### src/rtl/sram_port_arbiter.sv
// Two-requester arbiter in front of a single-port synchronous SRAM.
// Grants are combinational, so an uncontested or won request reaches the SRAM
// in the same cycle. Read data comes back one cycle later from the SRAM's
// registered output. A valid/owner pair tracks which requester owns that data.
module sram_port_arbiter #(
  parameter int DATAWIDTH = 32,
  parameter int ADDRWIDTH = 14,
  parameter int FIXEDPRIO = 0
) (
  input  logic                 clk,
  input  logic                 rst,

  input  logic                 m0_req,
  input  logic                 m0_we,
  input  logic [ADDRWIDTH-1:0] m0_addr,
  input  logic [DATAWIDTH-1:0] m0_wdata,
  output logic                 m0_gnt,
  output logic                 m0_rvalid,
  output logic [DATAWIDTH-1:0] m0_rdata,

  input  logic                 m1_req,
  input  logic                 m1_we,
  input  logic [ADDRWIDTH-1:0] m1_addr,
  input  logic [DATAWIDTH-1:0] m1_wdata,
  output logic                 m1_gnt,
  output logic                 m1_rvalid,
  output logic [DATAWIDTH-1:0] m1_rdata,

  output logic [ADDRWIDTH-1:0] mem_addr,
  output logic                 mem_we,
  output logic [DATAWIDTH-1:0] mem_d,
  input  logic [DATAWIDTH-1:0] mem_q
);

  // last_gnt_p0: 1 means m1 was granted most recently. It resets to 1 so that
  // m0 wins the first contested round-robin cycle.
  logic last_gnt_p0;
  // Outstanding read: valid plus owner (1 = m1). It lines up with mem_q.
  logic rd_vld_p1;
  logic rd_own_p1;

  // Grant decision. Contested cycles go to m0 under fixed priority. Under
  // round robin they go to the requester that was not granted last.
  always_comb begin
    m0_gnt = 1'b0;
    m1_gnt = 1'b0;
    if (!rst) begin
      if (m0_req && m1_req) begin
        if ((FIXEDPRIO != 0) || last_gnt_p0) begin
          m0_gnt = 1'b1;
        end else begin
          m1_gnt = 1'b1;
        end
      end else begin
        m0_gnt = m0_req;
        m1_gnt = m1_req;
      end
    end
  end

  // SRAM port mux. The port is held at zero when there is no grant.
  always_comb begin
    mem_addr = '0;
    mem_we   = 1'b0;
    mem_d    = '0;
    if (m0_gnt) begin
      mem_addr = m0_addr;
      mem_we   = m0_we;
      mem_d    = m0_wdata;
    end else if (m1_gnt) begin
      mem_addr = m1_addr;
      mem_we   = m1_we;
      mem_d    = m1_wdata;
    end
  end

  // ---- stage p0 -> p1: arbitration history and read tracking ----
  // This block records the round-robin history and the ownership of the read in flight.
  always_ff @(posedge clk) begin
    if (rst) begin
      last_gnt_p0 <= 1'b1;
      rd_vld_p1   <= 1'b0;
      rd_own_p1   <= 1'b0;
    end else begin
      if (m0_gnt || m1_gnt) begin
        last_gnt_p0 <= m1_gnt;
      end
      rd_vld_p1 <= (m0_gnt && !m0_we) || (m1_gnt && !m1_we);
      rd_own_p1 <= m1_gnt;
    end
  end

  // rst also gates rvalid directly. A read granted just before reset asserts
  // therefore never shows up, not even in the first reset cycle.
  assign m0_rvalid = rd_vld_p1 && !rd_own_p1 && !rst;
  assign m1_rvalid = rd_vld_p1 &&  rd_own_p1 && !rst;
  assign m0_rdata  = mem_q;
  assign m1_rdata  = mem_q;

endmodule

### config.mk
export PLATFORM = sky130hd
export DESIGN_NAME = sram_port_arbiter
export DESIGN_NICKNAME = d
export VERILOG_FILES = /design/src/rtl/sram_port_arbiter.sv
export SDC_FILE = /design/constraint.sdc
export NUM_CORES = 1
export LEC_CHECK = 0
export ABC_AREA = 1
export CAP_MARGIN = 20
export CORE_AREA = 2 2 94 96
export CTS_CLUSTER_SIZE = 24
export DETAILED_ROUTE_END_ITERATION = 6
export DIE_AREA = 0 0 96 98
export PLACE_DENSITY = 0.74
export SYNTH_ARGS = -nofsm -noshare
export SYNTH_HDL_FRONTEND = slang
export SYNTH_SLANG_ARGS = --single-unit
### constraint.sdc
create_clock -name clk -period 1.75 [get_ports clk]
set_input_delay 0.35 -clock clk [delete_from_list [all_inputs] [get_ports clk]]
set_output_delay 0.35 -clock clk [all_outputs]
set_load 0.005 [all_outputs]
==> out/qor.txt <==
outcome - finished, final reports clean
die area - 9410 µm²
die height - 98 µm
Clock Skews - 6.14 ps
crit path launch type - flop
post-route cell area - 3090 µm²
Worst path max stage delay - 350 ps
GPL Wtd Cong - 0.651
total length of routed wires - 7.31 mm
pin count of the biggest net entering global routing - 22
cell taking the most area after synthesis - buf_4
Mapped Cells - 251
fin crit period - 1710 ps
clock power share - 21.2%
Pwr Density - 328 nW/µm²
combinational power share - 71.1%
Layout Nets - 485
ANT nets after route - 0
final setup vio count - 0
share of the synthesized area in the top cell type - 35.6%
Tightest Pin Transition - 169 ps
CP endpoint kind - primary output
H-tree lvl count - 1
Iter 0 DRT Violations - 101
synth-to-layout area growth - 119%
Die W - 96 µm
clock-pin slew on the worst setup and hold paths - 40 ps
port buffer count - 148
Final Hold Viols - 0
Hold Crit Class - input port to flop
drt via density - 4.41
CTS root buffer - clkbuf_8
final core occ - 36.5%
most frequent cells after synthesis - 96 x nand3_1, 67 x buf_4, 54 x nand2_1, 9 x buf_2, 6 x inv_1
crit path from - last_gnt_p0
final max-slew violation count - 0
# clock sinks - 3
Placed Cells incl. Taps - 437
internal power - 0.000687 W
Wirelength per Cell - 15.8 µm
switch share - 32.2%
non-filler cells, final - 462
initial antenna violation count - 0
total chip power - 0.00101 W
router iterations before antenna repair - 5
# IOs - 245
RR Startpoint - last_gnt_p0
hold_sp - m0_req
CTS tree - done
worst skew pair latency - 220 ps
Main synth FF type - dfxtp_1
RSZ-0062 raised after global routing - true
peak supply drop - 164 µV
vias in the first global route - 1,989
Final Cycle Share - 97.7%
Sequential Power Share - 7.7%
GRT Resource Usage Total - 14.3%
Worst Path Arrival - 1360 ps
max_cap viols - 0
Clock Tree Buf Depth - 2
Async SR Flop Fraction - 0%
crit-path cells - inv_4 -> nand2_8 -> buf_6 -> buf_8 -> nand3_1 -> nand2_1 -> dlygate4sd2_1
share of cells above drive strength 1 - 17.5%
Final WS setup - 39.8 ps
Mapped Nets - 381
placed inst area - 2600 µm²
Setup Crit Path Kind - flop to primary output
Seq/Total Area, Yosys - 4.25%
via count - 2,036
Ys Warns - 0
Crit-path slowest cell - dfxtp_4
core area - 8470 µm²
EDFF count, synth - 0
Synth area leaders - buf_4 36%, nand3_1 34%, nand2_1 14%
grt ovf - 0
# rows - 34
Unique masters post-synth - 12
Slew HR - 88.7%
ANT cells - 0
CTS Hold Bufs - 0
Detail Placement HPWL - 4.88 mm
Net Switching - 0.000326 W
FF+latch count, synth - 3
Leak Pwr - 1.47 nW
fmax - 0.585 GHz
Num CTS Buffers - 3
first-pass GRT wire length - 10.2 mm
CP required - 1400 ps
drc violations - 0
Initial Util - 16.7%
Post-Place Setup Slack - -610 ps
count leader, synth - nand3_1
Mean Syn Cell Area - 5.63 µm²
Critical Path Fanout Max - 6
post-synth design cell area - 1410 µm²
final cells by class:
class                      count  area, µm²
inverter                       6       25.0
multi-input combinational    158        797
sequential                     3       63.8
fill                         882       5380
timing repair buffer         183       2020
clock buffer                   4       45.0
tap                          108        135
what timing repair did:
| item | 4_1_cts | 5_1_grt |
|---|---|---|
| setup buffers | 11 | 2 |
| pin swaps | 2 | 3 |
| setup endpoints to repair | 51 | 23 |
| gates resized for setup | 95 | 46 |
| cloned | 7 | 3 |
metal layers:
metal	share of wire, %	wire length, µm	up-vias	global-route usage, %
met5	0	0	-	0
met4	3.2	232	0	6.81
met1	33	2430	903	14.2
met2	52	3810	127	26.4
li1	-	-	977	-
met3	11	835	29	4.24
power groups by stage:
stage                     clock network (W)  registers [W]  logic [W]
after floorplan                           0      0.0000762   0.000291
after global placement                    0      0.0000769   0.000601
after detailed placement                  0      0.0000774   0.000608
after CTS                          0.000218      0.0000772   0.000675
after global routing               0.000227      0.0000784   0.000772
final                              0.000215      0.0000779   0.000721
sequential cells by signal, indices dropped and copies added, names as in the netlist:
register     flops
rd_own_p1        1
rd_vld_p1        1
last_gnt_p0      1
critical path, delay by kind of cell (launching register included):
kind | cells | cell delay [ps]
buffers and inverters | 4 | 590
flip-flops | 1 | 350
AND/OR/NAND/NOR | 3 | 200
placed cells by master, fill, tap and decap left out:
master | synthesis | routed
buf_4 | 67 | 9
nand2_8 | 0 | 2
dfxtp_1 | 3 | 2
o211ai_1 | 1 | 1
inv_4 | 0 | 1
clkdlybuf4s15_1 | 0 | 26
clkbuf_1 | 2 | 1
buf_2 | 9 | 1
dlygate4sd2_1 | 0 | 18
clkbuf_16 | 0 | 3
nor2_2 | 2 | 1
inv_1 | 6 | 3
buf_16 | 0 | 7
clkbuf_8 | 0 | 3
clkbuf_2 | 0 | 5
nand3_1 | 96 | 90
clkdlybuf4s15_2 | 0 | 1
inv_2 | 0 | 2
nand3_2 | 0 | 6
buf_6 | 4 | 7
buf_8 | 0 | 4
nand2_1 | 54 | 52
buf_12 | 0 | 7
nor2_1 | 5 | 4
clkdlybuf4s50_1 | 0 | 95
dfxtp_4 | 0 | 1
nor2_4 | 0 | 2
through the flow:
stage	hold slack [ps]	setup TNS [ps]
global placement	530	-27590
global route	414	-35.6
detailed placement	525	-28180
floorplan	422	0
CTS	410	-431
finish	387	0
kinds of logic after synthesis:
group	Yosys count	synth area share, %
buffers and inverters	90	44.6
and+or+nand+nor	157	50.6
DFF	3	4.25
AOI/OAI and AO/OA	1	0.532
final timing paths:
path	endpoint	slack, ps	cells after the start
worst max-delay path	mem_d[10]	40	7
worst max register to register	rd_own_p1	650	6
worst min register to register	last_gnt_p0	660	3
worst min-delay path	last_gnt_p0	390	2
Note: power is estimated with default switching activity, not from simulation.
